**src/rtl/approx_error_monitor_pkg.sv**
```systemverilog
// Shared definitions for the approximate-multiplier error monitor:
// default widths and the run-control FSM encoding.
package approx_error_monitor_pkg;

  localparam int DEF_W     = 10;
  localparam int DEF_CNT_W = 16;

  typedef enum logic [1:0] {
    ST_IDLE  = 2'd0,
    ST_RUN   = 2'd1,
    ST_DRAIN = 2'd2,
    ST_DONE  = 2'd3
  } state_t;

endpackage

```
**src/rtl/approx_error_monitor_ed_stage.sv**
```systemverilog
// Two-stage error-distance pipe: stage 1 registers the exact product with the
// sample, stage 2 registers |exact - p| together with the operands.
module approx_error_monitor_ed_stage
  import approx_error_monitor_pkg::*;
#(
  parameter int W = DEF_W
) (
  input  logic           clk,
  input  logic           rst_n,
  input  logic           valid,
  input  logic [W-1:0]   x,
  input  logic [W-1:0]   y,
  input  logic [2*W-1:0] p,
  output logic           ed_valid,
  output logic [2*W-1:0] ed,
  output logic [W-1:0]   ed_x,
  output logic [W-1:0]   ed_y
);

  logic           v1;
  logic [2*W-1:0] exact1;
  logic [2*W-1:0] p1;
  logic [W-1:0]   x1;
  logic [W-1:0]   y1;
  logic [2*W-1:0] abs_diff;

  always_ff @(posedge clk or negedge rst_n) begin
    if (!rst_n) begin
      v1     <= 1'b0;
      exact1 <= '0;
      p1     <= '0;
      x1     <= '0;
      y1     <= '0;
    end else begin
      v1     <= valid;
      exact1 <= {{W{1'b0}}, x} * {{W{1'b0}}, y};
      p1     <= p;
      x1     <= x;
      y1     <= y;
    end
  end

  // Unsigned magnitude of the difference; never wraps.
  always_comb begin
    abs_diff = (exact1 >= p1) ? (exact1 - p1) : (p1 - exact1);
  end

  always_ff @(posedge clk or negedge rst_n) begin
    if (!rst_n) begin
      ed_valid <= 1'b0;
      ed       <= '0;
      ed_x     <= '0;
      ed_y     <= '0;
    end else begin
      ed_valid <= v1;
      ed       <= abs_diff;
      ed_x     <= x1;
      ed_y     <= y1;
    end
  end

endmodule

```
**src/rtl/approx_error_monitor.sv**
```systemverilog
// Measurement-run controller: accepts num_samples samples, accumulates error
// statistics from the ed pipe, and pulses done once the pipe has drained.
module approx_error_monitor
  import approx_error_monitor_pkg::*;
#(
  parameter int W     = DEF_W,
  parameter int CNT_W = DEF_CNT_W,
  parameter int SUM_W = 2*W + CNT_W
) (
  input  logic             clk,
  input  logic             rst_n,
  input  logic             start,
  input  logic [CNT_W-1:0] num_samples,
  input  logic             s_valid,
  output logic             s_ready,
  input  logic [W-1:0]     s_x,
  input  logic [W-1:0]     s_y,
  input  logic [2*W-1:0]   s_p,
  output logic             busy,
  output logic             done,
  output logic [CNT_W-1:0] err_count,
  output logic [SUM_W-1:0] sum_ed,
  output logic [2*W-1:0]   max_ed,
  output logic [W-1:0]     max_x,
  output logic [W-1:0]     max_y,
  output state_t           dbg_state
);

  // Handshake: a sample transfers on every rising edge where s_valid && s_ready;
  // s_ready depends only on FSM state and the accept count, never on s_valid.

  localparam logic [CNT_W-1:0] CNT_ONE = 1;

  state_t           state, state_nxt;
  logic [CNT_W-1:0] n_lat;
  logic [CNT_W-1:0] acc_cnt;
  logic             drain_cnt;
  logic             done_set;
  logic             accept;
  logic             start_ok;
  logic             last_accept;
  logic             ed_valid;
  logic [2*W-1:0]   ed;
  logic [W-1:0]     ed_x;
  logic [W-1:0]     ed_y;

  assign s_ready     = (state == ST_RUN) && (acc_cnt < n_lat);
  assign busy        = (state == ST_RUN) || (state == ST_DRAIN);
  assign accept      = s_valid && s_ready;
  assign start_ok    = start && ((state == ST_IDLE) || (state == ST_DONE));
  assign last_accept = accept && (acc_cnt == n_lat - CNT_ONE);
  assign dbg_state   = state;

  always_comb begin
    state_nxt = state;
    done_set  = 1'b0;
    case (state)
      ST_IDLE, ST_DONE: begin
        if (start) begin
          if (num_samples == '0) begin
            state_nxt = ST_DONE;
            done_set  = 1'b1;
          end else begin
            state_nxt = ST_RUN;
          end
        end
      end
      ST_RUN: begin
        if (last_accept) state_nxt = ST_DRAIN;
      end
      ST_DRAIN: begin
        if (drain_cnt) begin
          state_nxt = ST_DONE;
          done_set  = 1'b1;
        end
      end
      default: state_nxt = ST_IDLE;
    endcase
  end

  always_ff @(posedge clk or negedge rst_n) begin
    if (!rst_n) begin
      state     <= ST_IDLE;
      done      <= 1'b0;
      n_lat     <= '0;
      acc_cnt   <= '0;
      drain_cnt <= 1'b0;
    end else begin
      state     <= state_nxt;
      done      <= done_set;
      drain_cnt <= (state == ST_DRAIN) && !drain_cnt;
      if (start_ok) begin
        n_lat   <= num_samples;
        acc_cnt <= '0;
      end else if (accept) begin
        acc_cnt <= acc_cnt + CNT_ONE;
      end
    end
  end

  approx_error_monitor_ed_stage #(.W(W)) u_ed_stage (
    .clk      (clk),
    .rst_n    (rst_n),
    .valid    (accept),
    .x        (s_x),
    .y        (s_y),
    .p        (s_p),
    .ed_valid (ed_valid),
    .ed       (ed),
    .ed_x     (ed_x),
    .ed_y     (ed_y)
  );

  // Strict > keeps the first sample that reached the current maximum.
  always_ff @(posedge clk or negedge rst_n) begin
    if (!rst_n) begin
      err_count <= '0;
      sum_ed    <= '0;
      max_ed    <= '0;
      max_x     <= '0;
      max_y     <= '0;
    end else if (start_ok) begin
      err_count <= '0;
      sum_ed    <= '0;
      max_ed    <= '0;
      max_x     <= '0;
      max_y     <= '0;
    end else if (ed_valid) begin
      if (ed != '0) err_count <= err_count + CNT_ONE;
      sum_ed <= sum_ed + {{(SUM_W-2*W){1'b0}}, ed};
      if (ed > max_ed) begin
        max_ed <= ed;
        max_x  <= ed_x;
        max_y  <= ed_y;
      end
    end
  end

endmodule

```
**config.mk**
```make
export PLATFORM = sky130hd
export DESIGN_NAME = approx_error_monitor
export DESIGN_NICKNAME = d
export VERILOG_FILES = /design/src/rtl/approx_error_monitor_pkg.sv /design/src/rtl/approx_error_monitor_ed_stage.sv /design/src/rtl/approx_error_monitor.sv
export SDC_FILE = /design/constraint.sdc
export NUM_CORES = 1
export LEC_CHECK = 0
export ABC_AREA = 1
export CAP_MARGIN = 20
export CORE_MARGIN = 1.5
export CORE_UTILIZATION = 64
export CTS_CLUSTER_DIAMETER = 120
export DETAILED_ROUTE_END_ITERATION = 8
export PLACE_DENSITY = 0.85
export SYNTH_ARGS = -nofsm -noshare
export SYNTH_HDL_FRONTEND = slang
export SYNTH_HIERARCHICAL = 1
export SYNTH_SLANG_ARGS = --single-unit
```
**constraint.sdc**
```tcl
create_clock -name clk -period 3.5 [get_ports clk]
set_input_delay 0.35 -clock clk [delete_from_list [all_inputs] [get_ports clk]]
set_output_delay 0.35 -clock clk [all_outputs]
set_load 0.02 [all_outputs]
```
==> metrics.md, run 1 <==
| Metric | Value |
|---|---|
| Final Max Tran Viols | 0 |
| Die width | 168 microns |
| Starting density of the core | 64.8% |
| Crit path largest cell delay | 0.56 ns |
| Longest Clk Path Bufs | 3 |
| Layout Nets | 2809 |
| Slowest cell on crit path | fa_1 |
| Cell row count | 60 |
| Routing usage on met1 | 41.8% |
| CTS root buffer | clkbuf_16 |
| Detailed placement HPWL | 34.9 mm |
| Drc violations | 0 |
| Mapped Nets | 2590 |
| IO Port Bufs | 156 |
| Post-route cell area | 0.0213 sq mm |
| Synthesis warning total | 6 |
| Diodes inserted | 0 |
| Number of antenna violations at the first check in global routing | 0 |
| # IOs | 157 |
| CP Capture Point | u_ed_stage/exact1[11] |
| Max_slew headroom | 30.1% |
| Largest net degree at the start of global routing | 112 |
| Reg2Reg Depth | 10 |
| Final worst slack | -0.377 ns |
| Worst path required time | 3.92 ns |
| Worst skew pair latency | 0.54 ns |
| H-tree depth | 1 |
| FMAX | 258 MHz |
| Crit start category | input pin |
| RR Endpoint | max_ed[7] |
| PD cells | 880 mW/mm^2 |
| Vias per cell | 5.61 |
| Critical path depth | 17 |
| Period utilization | 111% |
| Total Wirelength | 47.3 mm |
| Most used cell, CP | fa_1 |
| Area growth, synth to finish | 22.8% |
| Global route hottest layer | met2 |
| Drt first pass iters | 5 |
| Clock sinks | 230 |
| DP Area | 0.0199 sq mm |
| Gr usage total | 33.9% |
| WL/cell | 16.4 microns |
| Mapped cell area | 0.0174 sq mm |
| R2R Path Start | u_ed_stage/ed[19] |
| Total grt overflow | 0 |
| Peak supply drop | 0.969 mV |
| Crit path cell chain | buf_8, buf_8, nand2_4, fa_1, fa_1, inv_2, fa_1, fa_1, inv_2, fa_1, inv_2, ha_4, nand2_4, nor2_4, nand3_2, nand3_2, xor2_1 |
| Num CTS Buffers | 26 |
| # setup viols final | 13 |
| Avg Cell Area, Syn | 7.52 sq um |
| Met3 GRT Util | 3.73% |
| RSZ-0062 raised after global routing | yes |
| Setup Skew | 0.0138 ns |
| Post-Synthesis Cells | 2309 |
| Critical path origin | s_x[5] |
| GRT met2 Usage | 59.9% |
| Die H | 168 microns |
| Number of distinct library cells after synthesis | 49 |
| Status | finished, violations left |
| Maxcap violations | 0 |
| Crit path kind | in -> reg |
| Reg2Reg Setup Slack | 0.51 ns |
| Clock-pin slew on the worst setup and hold paths | 0.06 ns |
| Final ANT Viol Nets | 0 |
| Vias in the first global route | 16400 |
| Critical path's top delay family | adder cells |
| Fin Setup TNS | -3.47 ns |
| Violated checks | negative setup slack |
| Crit path arrival time | 4.30 ns |
| TritonCTS clock tree | built |
| Post-synthesis sequential area ratio | 33.1% |
| Final hold violation count | 0 |
| Hold slack | 0.0607 ns |
| Highest fanout seen on the critical path | 5 |
| Buf+Inv Stages, Crit Path | 5 |
| Core area | 0.0268 sq mm |
| First-pass GRT wire length | 77.7 mm |
| Seq cells post-synth | 230 |
| Fin crit period | 3.88 ns |
| Hold Crit Class | in -> reg |
| Critical path capture point type | flip-flop |
| Placer Congestion | 0.949 |
| Vias | 16200 |
| Worst slew pin tran | 1.05 ns |
| Leak | 0.0113 uW |
| Share of layout cells above drive strength 1 | 12.2% |
| Die footprint | 0.0281 sq mm |
| Initial DRC count | 1252 |
==> state kept, by name (all words and copies together) (netlist names), 16 cells and up <==
register           cells
u_ed_stage/ed         20
u_ed_stage/exact1     20
err_count             16
max_ed                20
acc_cnt               16
u_ed_stage/p1         20
sum_ed                36
n_lat                 16
==> cell usage in the layout, fill, tap and decap left out, drive strengths merged, types with 3 or more instances in the layout <==
master         Yosys  final
ha               156    156
nor2             176    176
o21bai            12     12
nand4             20     20
xor2              43     43
clkbuf            42     39
o21ai             78     78
and2               3      3
nor3b              3      3
clkinv             1      6
or2                6      6
o211ai             4      4
nor3              33     33
bufinv             0      5
nand3b             6      6
a21o               4      4
xnor2             15     15
buf               20    110
a21oi            134    134
inv              385    387
nor4               8      8
a31oi              6      6
fa                65     65
clkdlybuf4s50      0    136
dfrtp            230    230
nand3            169    169
nand2            667    667
o21a               5      5
dlygate4sd3        0      3
a32o               5      5
o31ai              6      6
==> report_power, final <==
part           switching, uW  internal (uW)  total (uW)
Clock                   1130           1920        3050
Combinational           6950           4670       11600
Sequential               756           3340        4090
Total                   8840           9930       18800
==> what timing repair did <==
action | in CTS | in global routing
gates resized for setup | 130 | 56
pin swaps | 46 | 32
hold buffers | 2 | 1
buffers inserted | 7 | 2
endpoints found under the setup margin | 15 | 14
gates cloned | 1 | 0
hold endpoints to repair | 102 | 1
==> stage by stage <==
step | setup WS, ns | total power (uW) | utilization [%] | cells
6_report | -0.377 | 18800 | 79.6 | 2889
5_1_grt | -0.515 | 20200 | 79.6 | 2889
4_1_cts | -0.345 | 18000 | 78.7 | 2886
3_5_place_dp | -1.38 | 14400 | 74.1 | 2828
3_3_place_gp | -1.31 | 14000 | 74.1 | 2828
2_1_floorplan | -0.647 | 10900 | - | 2309
==> cell usage after synthesis, drive strengths merged <==
cell / count / area [sq um]
nand2: 667 / 2570
inv: 385 / 1450
dfrtp: 230 / 5760
nor2: 176 / 708
nand3: 169 / 866
ha: 156 / 1950
a21oi: 134 / 678
o21ai: 78 / 390
fa: 65 / 1300
xor2: 43 / 377
clkbuf: 42 / 163
nor3: 33 / 185
buf: 20 / 126
nand4: 20 / 125
xnor2: 15 / 131
o21bai: 12 / 90.1
nor4: 8 / 62.6
a31oi: 6 / 37.5
nand3b: 6 / 45.0
o31ai: 6 / 45.0
or2: 6 / 37.5
a32o: 5 / 50.1
o21a: 5 / 37.5
a21o: 4 / 30.0
o211ai: 4 / 45.1
and2: 3 / 18.8
nor3b: 3 / 22.5
a211oi: 2 / 20.0
a22o: 2 / 17.5
o22ai: 2 / 12.5
clkinv: 1 / 3.75
nor4b: 1 / 15.0
==> logic make-up after synthesis <==
| kind of cell | count (synthesis) | share of synthesized area [%] |
|---|---|---|
| buffers and inverters | 448 | 10.0 |
| adders and majority gates | 221 | 18.7 |
| xor gates and xnor gates | 58 | 2.92 |
| AOI/OAI and AO/OA | 260 | 8.37 |
| DFF | 230 | 33.1 |
| and+or+nand+nor | 1092 | 26.8 |
==> final cells by class <==
type | instances | area [sq um]
fill | 1778 | 5470
clock buffer | 36 | 779
inverter | 386 | 1450
multi-input combinational | 1631 | 10400
timing repair buffer | 253 | 2330
clock inverter | 12 | 196
tap | 341 | 427
sequential | 230 | 5760
==> per-layer routing <==
metal  wire [microns]  up-vias
met5                0        -
met4             2290        0
met3             2750      153
met2            23400      649
met1            18900     7709
li1                 -     7692
==> worst min path at each step <==
stage | from | endpoint | cells past startpoint
2_1_floorplan | rst_n | acc_cnt[0] | 0
3_3_place_gp | u_ed_stage/x1[5] | u_ed_stage/ed_x[5] | 0
3_5_place_dp | u_ed_stage/x1[6] | u_ed_stage/ed_x[6] | 0
4_1_cts | s_x[7] | u_ed_stage/x1[7] | 2
5_1_grt | s_x[7] | u_ed_stage/x1[7] | 2
6_report | s_x[7] | u_ed_stage/x1[7] | 2
Note: power is estimated with default switching activity, not from simulation.
==> inputs of run 2 (changes only) <==
- GPL_TIMING_DRIVEN: unset -> 0
==> run 2 against run 1 <==
Compared with the run above: the flow still finishes with violations (negative setup slack); count of clock-buffer cells in the layout shrank 3; total power is 6.0% higher; final cell count is 1.8% higher; first-iteration DRC count rose by 52%; wire length grew 31%; fmax shrank 15%; cell area grew 3.0%; clock power increased by 3%; sequential share of layout area shrank 0.78 points; critical path depth up 1; setup slack got worse by 0.70 ns; hold slack better by 0.097 ns; critical path type unchanged.
==> metrics.md, run 2 (synthesis results as in run 1) <==
| Metric | Value |
|---|---|
| Status | finished, violations left (unchanged) |
| Violated checks | negative setup slack (unchanged) |
| Vias | 18100 (was 16200) |
| Die footprint | 0.0281 sq mm (unchanged) |
| # IOs | 157 (unchanged) |
| Peak supply drop | 1.22 mV (was 0.969 mV) |
| Die width | 168 microns (unchanged) |
| Gr usage total | 38.9% (was 33.9%) |
| RSZ-0062 raised after global routing | yes (unchanged) |
| Switching Fraction | 50.0% (was 47.1%) |
| Highest fanout seen on the critical path | 4 (was 5) |
| TritonCTS clock tree | built (unchanged) |
| Hold slack | 0.158 ns (was 0.0607 ns) |
| Hold Crit Class | in -> reg (unchanged) |
| First-pass GRT wire length | 86.5 mm (was 77.7 mm) |
| Total grt overflow | 0 (unchanged) |
| Sequential cell area | 0.00576 sq mm (unchanged) |
| Drc violations | 0 (unchanged) |
| Total Wirelength | 62.1 mm (was 47.3 mm) |
| Crit start category | input pin (unchanged) |
| P_sw | 9950 uW (was 8840 uW) |
| Die H | 168 microns (unchanged) |
| Layout Nets | 2859 (was 2809) |
| Worst skew pair latency | 0.55 ns (was 0.54 ns) |
| Area growth, synth to finish | 26.5% (was 22.8%) |
| PD cells | 906 mW/mm^2 (was 880 mW/mm^2) |
| Detailed placement HPWL | 36.0 mm (was 34.9 mm) |
| Final Max Tran Viols | 0 (unchanged) |
| Internal | 9950 uW (was 9930 uW) |
| Maxcap violations | 0 (unchanged) |
| Share of layout cells above drive strength 1 | 13.6% (was 12.2%) |
| Cell row count | 60 (unchanged) |
| Longest Clk Path Bufs | 3 (unchanged) |
| CTS root buffer | clkbuf_16 (unchanged) |
| Vias in the first global route | 17300 (was 16400) |
| WL/cell | 21.1 microns (was 16.4 microns) |
| Reg2Reg Setup Slack | 0.56 ns (was 0.51 ns) |
| Clock sinks | 230 (unchanged) |
| Crit path arrival time | 4.99 ns (was 4.30 ns) |
| Top reg by flops | sum_ed (unchanged) |
| Comb power frac | 63.8% (was 61.9%) |
| Vias per cell | 6.15 (was 5.61) |
| Initial DRC count | 1906 (was 1252) |
| Area of the multi-input gates | 0.0106 sq mm (was 0.0104 sq mm) |
| Final Non-Filler Cells | 2942 (was 2889) |
| Leak | 0.0115 uW (was 0.0113 uW) |
| Starting density of the core | 64.8% (unchanged) |
| Setup Skew | 0.0132 ns (was 0.0138 ns) |
| Largest net degree at the start of global routing | 97 (was 112) |
| Crit path kind | in -> reg (unchanged) |
| Critical path capture point type | flip-flop (unchanged) |
| Clock-pin slew on the worst setup and hold paths | 0.07 ns (was 0.06 ns) |
| Commonest non-fill, non-tap cell in the layout | nand2_1 (unchanged) |
| Power, Total | 19900 uW (was 18800 uW) |
| Drt first pass iters | 7 (was 5) |
| Core area | 0.0268 sq mm (unchanged) |
| IO Port Bufs | 156 (unchanged) |
| FMAX | 218 MHz (was 258 MHz) |
| Fillers | 1591 (was 1778) |
| Most frequent cells in the layout | nand2_1 (609), inv_1 (356), dfrtp_1 (230), nand3_1 (159), nor2_1 (157) (was nand2_1 (623), inv_1 (364), dfrtp_1 (230), nand3_1 (161), nor2_1 (155)) |
| Max_slew headroom | 41.7% (was 30.1%) |
| Placer Congestion | 0.952 (was 0.949) |
| Number of antenna violations at the first check in global routing | 2 (was 0) |
| Sequential Power Share | 20.5% (was 21.8%) |
| Period utilization | 131% (was 111%) |
| Fin crit period | 4.58 ns (was 3.88 ns) |
| Final hold violation count | 0 (unchanged) |
| Post-Place Cells | 2808 (was 2828) |
| Clock power frac | 15.7% (was 16.3%) |
| Final ANT Viol Nets | 0 (unchanged) |
| H-tree depth | 1 (unchanged) |
| Num CTS Buffers | 26 (unchanged) |
| Final worst slack | -1.08 ns (was -0.377 ns) |
| Worst path required time | 3.90 ns (was 3.92 ns) |
| Max FFs per register | 36 (unchanged) |
| # setup viols final | 14 (was 13) |
| Worst slew pin tran | 0.875 ns (was 1.05 ns) |
[run 2: cell count changes in the layout (fill, tap and decap cells not counted), sizes merged, moves of 2 or more]
cell and delta:
buf +3, clkbuf +29, clkinv +3, diode +3, dlygate4sd3 +16, inv -2
[run 2: final cells by class]
type | count | area share [%]
Tap cell | 341 | 1.94
Clock inverter | 15 | 1.14
Buffer | 53 | 1.74
Clock buffer | 33 | 3.31
Sequential cell | 230 | 26.2
Inverter | 386 | 6.61
Antenna cell | 3 | 0.0342
Multi-Input combinational cell | 1631 | 48.0
Timing Repair Buffer | 250 | 11.0
[run 2: metrics by stage]
stage | worst slack [ns] | area [sq um] | utilization, % | setup TNS [ns]
4_1_cts | -0.566 | 21600 | 80.6 | -5.39
3_3_place_gp | -7.36 | 19700 | 73.5 | -1704.39
2_1_floorplan | -0.647 | 17700 | - | -6.62
6_report | -1.08 | 22000 | 82.0 | -11.15
3_5_place_dp | -1.75 | 19800 | 73.7 | -20.33
5_1_grt | -1.18 | 22000 | 81.9 | -11.50
[run 2: timing repair]
action | CTS | global route
setup buffers | 51 | 21
gates cloned | 2 | 0
resized for setup | 141 | 107
setup endpoints to repair | 14 | 14
pin swaps | 41 | 59
hold buffers | 15 | 4
endpoints found under the hold margin | 78 | 4
[run 2: critical path, cell delays in order]
cell	delay [ns]
clkbuf_2	0.10
clkbuf_8	0.14
buf_4	0.15
nand2_1	0.32
inv_1	0.13
fa_1	0.56
fa_1	0.44
fa_1	0.53
fa_1	0.57
ha_1	0.34
ha_4	0.29
a21o_1	0.22
nor2_2	0.21
o21bai_1	0.12
a21oi_2	0.18
nand2_1	0.08
nand2_1	0.10
nand2_2	0.12
[run 2: final timing paths]
check	startpoint	end	cells after the start
min in group asynchronous	rst_n	n_lat[8]	2
hold / removal	s_x[9]	u_ed_stage/x1[9]	1
setup / recovery	s_y[8]	u_ed_stage/exact1[17]	18
setup reg to reg	u_ed_stage/ed[18]	max_x[7]	8
max in group asynchronous	rst_n	u_ed_stage/p1[16]	4
hold reg to reg	u_ed_stage/v1	u_ed_stage/ed_valid	0
[run 2: metal layers]
metal	GRT usage, %	wire (microns)	up-vias
met3	5.15	6110	541
met5	0	0	-
met4	22.5	6220	0
li1	-	-	7804
met2	70.4	28900	1385
met1	44.1	21000	8359
[run 2: power groups by stage]
stage / Clock (uW) / Sequential [uW] / Combinational, uW
after floorplan: 0 / 4120 / 6810
after global placement: 0 / 4040 / 9640
after detailed placement: 0 / 4060 / 9930
after CTS: 3100 / 4030 / 11000
after global routing: 3260 / 4130 / 13600
final: 3130 / 4080 / 12700
==> inputs of run 3 (changes only) <==
- CORE_MARGIN: 1.5 -> 2
- GPL_TIMING_DRIVEN: 0 -> unset
- SLEW_MARGIN: unset -> 20
==> run 3 against run 2 <==
Compared with the run above: the flow still finishes with violations (negative setup slack); final cell count fell by 1.8%; register-to-register slack lost 0.03 ns; sequential power is essentially flat; core utilization is 2.3 points lower; count of clock-buffer cells in the layout did not move; critical path depth up 3; critical endpoint is now u_ed_stage/exact1[12]; largest cell class unchanged; highest routed layer unchanged.
==> metrics.md, run 3 (synthesis results as in run 1) <==
| Metric | Value |
|---|---|
| First-pass GRT wire length | 76.4 mm (was 86.5 mm) |
| Cell row count | 60 (unchanged) |
| Crit path arrival time | 4.51 ns (was 4.99 ns) |
| Gr usage total | 32.7% (was 38.9%) |
| Max FFs per register | 36 (unchanged) |
| R2R Path Start | u_ed_stage/ed[19] (was u_ed_stage/ed[18]) |
| # IOs | 157 (unchanged) |
| Critical path depth | 21 (was 18) |
| Die width | 169 microns (was 168 microns) |
| Largest net degree at the start of global routing | 126 (was 97) |
| Clock sinks | 230 (unchanged) |
| Initial DRC count | 1429 (was 1906) |
| RR Endpoint | max_ed[12] (was max_x[7]) |
| Setup Skew | 0.0234 ns (was 0.0132 ns) |
| Vias per cell | 5.70 (was 6.15) |
| Final Max Tran Viols | 0 (unchanged) |
| Starting density of the core | 64.8% (unchanged) |
| Final hold violation count | 0 (unchanged) |
| Drc violations | 0 (unchanged) |
| Hold Crit Class | in -> reg (unchanged) |
| Drt first pass iters | 5 (was 7) |
| Final ANT Viol Nets | 0 (unchanged) |
| CTS root buffer | clkbuf_16 (unchanged) |
| Worst skew pair latency | 0.54 ns (was 0.55 ns) |
| TritonCTS clock tree | built (unchanged) |
| Slowest cell on crit path | fa_1 (unchanged) |
| Commonest non-fill, non-tap cell in the layout | nand2_1 (unchanged) |
| Finished Core Util | 79.6% (was 82.0%) |
| Fin crit period | 4.08 ns (was 4.58 ns) |
| Clock-pin slew on the worst setup and hold paths | 0.08 ns (was 0.07 ns) |
| Reg2Reg Depth | 10 (was 8) |
| Maxcap violations | 0 (unchanged) |
| Crit path largest cell delay | 0.56 ns (was 0.57 ns) |
| Die H | 169 microns (was 168 microns) |
| # setup viols final | 14 (unchanged) |
| Critical path origin | s_x[7] (was s_y[8]) |
| Number of antenna violations at the first check in global routing | 0 (was 2) |
| Critical path capture point type | flip-flop (unchanged) |
| Fillers | 1755 (was 1591) |
| Diodes inserted | 0 (was 3) |
| H-tree depth | 1 (unchanged) |
| Total grt overflow | 0 (unchanged) |
| Highest fanout seen on the critical path | 5 (was 4) |
| Leak | 0.0112 uW (was 0.0115 uW) |
| Vias | 16500 (was 18100) |
| Total Wirelength | 48.7 mm (was 62.1 mm) |
| Detailed placement HPWL | 34.7 mm (was 36.0 mm) |
| Status | finished, violations left (unchanged) |
| Die footprint | 0.0285 sq mm (was 0.0281 sq mm) |
| Critical path's top delay family | adder cells (unchanged) |
| Vias in the first global route | 16000 (was 17300) |
| Area growth, synth to finish | 22.8% (was 26.5%) |
| Buf+Inv Stages, Crit Path | 7 (was 4) |
| Reg2Reg Setup Slack | 0.53 ns (was 0.56 ns) |
| Layout Nets | 2810 (was 2859) |
| Max_slew headroom | 35.8% (was 41.7%) |
| Crit path cell chain | buf_8, nand2_4, fa_1, inv_2, fa_1, inv_2, fa_1, inv_1, fa_1, inv_1, fa_1, inv_2, ha_4, buf_6, nand2_4, nor2_4, nand2_2, nand3_4, nand2_1, nand2_1, xor2_1 (was clkbuf_2, clkbuf_8, buf_4, nand2_1, inv_1, fa_1, fa_1, fa_1, fa_1, ha_1, ha_4, a21o_1, nor2_2, o21bai_1, a21oi_2, nand2_1, nand2_1, nand2_2) |
| PD cells | 889 mW/mm^2 (was 906 mW/mm^2) |
| Num CTS Buffers | 26 (unchanged) |
| Placer Congestion | 0.977 (was 0.952) |
| Fin Setup TNS | -4.55 ns (was -11.15 ns) |
| Worst path required time | 3.93 ns (was 3.90 ns) |
| Peak supply drop | 0.968 mV (was 1.22 mV) |
| Top reg by flops | sum_ed (unchanged) |
| Crit path kind | in -> reg (unchanged) |
| Most used cell, CP | fa_1 (unchanged) |
| WL/cell | 16.8 microns (was 21.1 microns) |
| Violated checks | negative setup slack (unchanged) |
| IO Port Bufs | 156 (unchanged) |
| Worst slew pin tran | 0.963 ns (was 0.875 ns) |
| Final worst slack | -0.581 ns (was -1.08 ns) |
| Worst slack, placed | -1.43 ns (was -1.75 ns) |
| Core area | 0.0268 sq mm (unchanged) |
| FMAX | 245 MHz (was 218 MHz) |
| Most frequent cells in the layout | nand2_1 (624), inv_1 (363), dfrtp_1 (230), nand3_1 (158), nor2_1 (154) (was nand2_1 (609), inv_1 (356), dfrtp_1 (230), nand3_1 (159), nor2_1 (157)) |
| Crit start category | input pin (unchanged) |
| Share of layout cells above drive strength 1 | 12.4% (was 13.6%) |
| Period utilization | 117% (was 131%) |
| RSZ-0062 raised after global routing | yes (unchanged) |
| CP Capture Point | u_ed_stage/exact1[12] (was u_ed_stage/exact1[17]) |
| Longest Clk Path Bufs | 3 (unchanged) |
-- run 3: cell count changes in the layout (fill, tap and decap cells not counted), moves of 7 or more --
| cell | previous run | this run |
|---|---|---|
| nand2_1 | 609 | 624 |
| clkbuf_8 | 9 | 2 |
| inv_1 | 356 | 363 |
| inv_2 | 28 | 21 |
| buf_4 | 67 | 85 |
| clkbuf_1 | 22 | 4 |
| nand2_2 | 37 | 28 |
| buf_2 | 11 | 4 |
| dlygate4sd3_1 | 19 | 2 |
| nand2_4 | 21 | 14 |
-- run 3: power by group --
group / leakage [uW] / switching, uW / total [uW] / internal [uW]
clock: 0.000433 / 1140 / 2890 / 1750
combinational: 0.00788 / 7170 / 12000 / 4810
sequential: 0.00291 / 758 / 4090 / 3340
total: 0.0112 / 9070 / 19000 / 9900
-- run 3: worst min path at each step --
| stage | from | to | slack (ns) | depth (start not counted) |
|---|---|---|---|---|
| finish | s_x[6] | u_ed_stage/x1[6] | 0.09 | 2 |
| global route | s_x[6] | u_ed_stage/x1[6] | 0.08 | 2 |
| CTS | s_x[6] | u_ed_stage/x1[6] | 0.09 | 2 |
| detailed placement | u_ed_stage/y1[0] | u_ed_stage/ed_y[0] | 0.34 | 0 |
| global placement | u_ed_stage/x1[0] | u_ed_stage/ed_x[0] | 0.33 | 0 |
| floorplan | rst_n | acc_cnt[0] | 0.05 | 0 |
-- run 3: layer usage --
metal,routed length [microns],vias to the layer above,GRT usage (%)
met5,0,-,0
met2,24000,795,58.3
li1,-,7697,-
met4,2680,0,13.0
met1,18900,7778,41.0
met3,3090,198,3.44
-- run 3: area by class of cell --
| cell class | count | area [sq um] | share of cell area, % |
|---|---|---|---|
| well taps | 341 | 427 | 2.00 |
| clock buffers | 33 | 718 | 3.37 |
| multi-input cells | 1631 | 10400 | 48.9 |
| flip-flops and latches | 230 | 5760 | 27.0 |
| repair buffers | 254 | 2360 | 11.1 |
| inverters | 386 | 1450 | 6.80 |
| clock inverters | 14 | 188 | 0.880 |
-- run 3: worst register-to-register path, cell delays in order, from the launching register on --
cell and delay (ns):
dfrtp_1 0.49, ha_1 0.38, nand4_1 0.20, nor2_1 0.17, nor4b_2 0.30, nand2_1 0.11, nand3_2 0.36, nand2_2 0.10
nand2_1 0.53, nand3_1 0.17, nand2_1 0.10
-- run 3: repair_timing --
item	CTS	global route
hold buffers	1	1
endpoints found under the setup margin	15	14
pin swaps	32	52
endpoints found under the hold margin	123	1
gates cloned	0	0
buffers inserted	8	7
resized for setup	99	100
-- run 3: metrics by stage --
stage	hold WS (ns)	std cells	instance area, sq um	power [uW]
global route	0.0779	2889	21300	20300
floorplan	0.0544	2309	17700	10900
finish	0.0864	2889	21300	19000
detailed placement	0.336	2828	19900	14300
CTS	0.0873	2883	21000	17700
global placement	0.331	2828	19900	13900
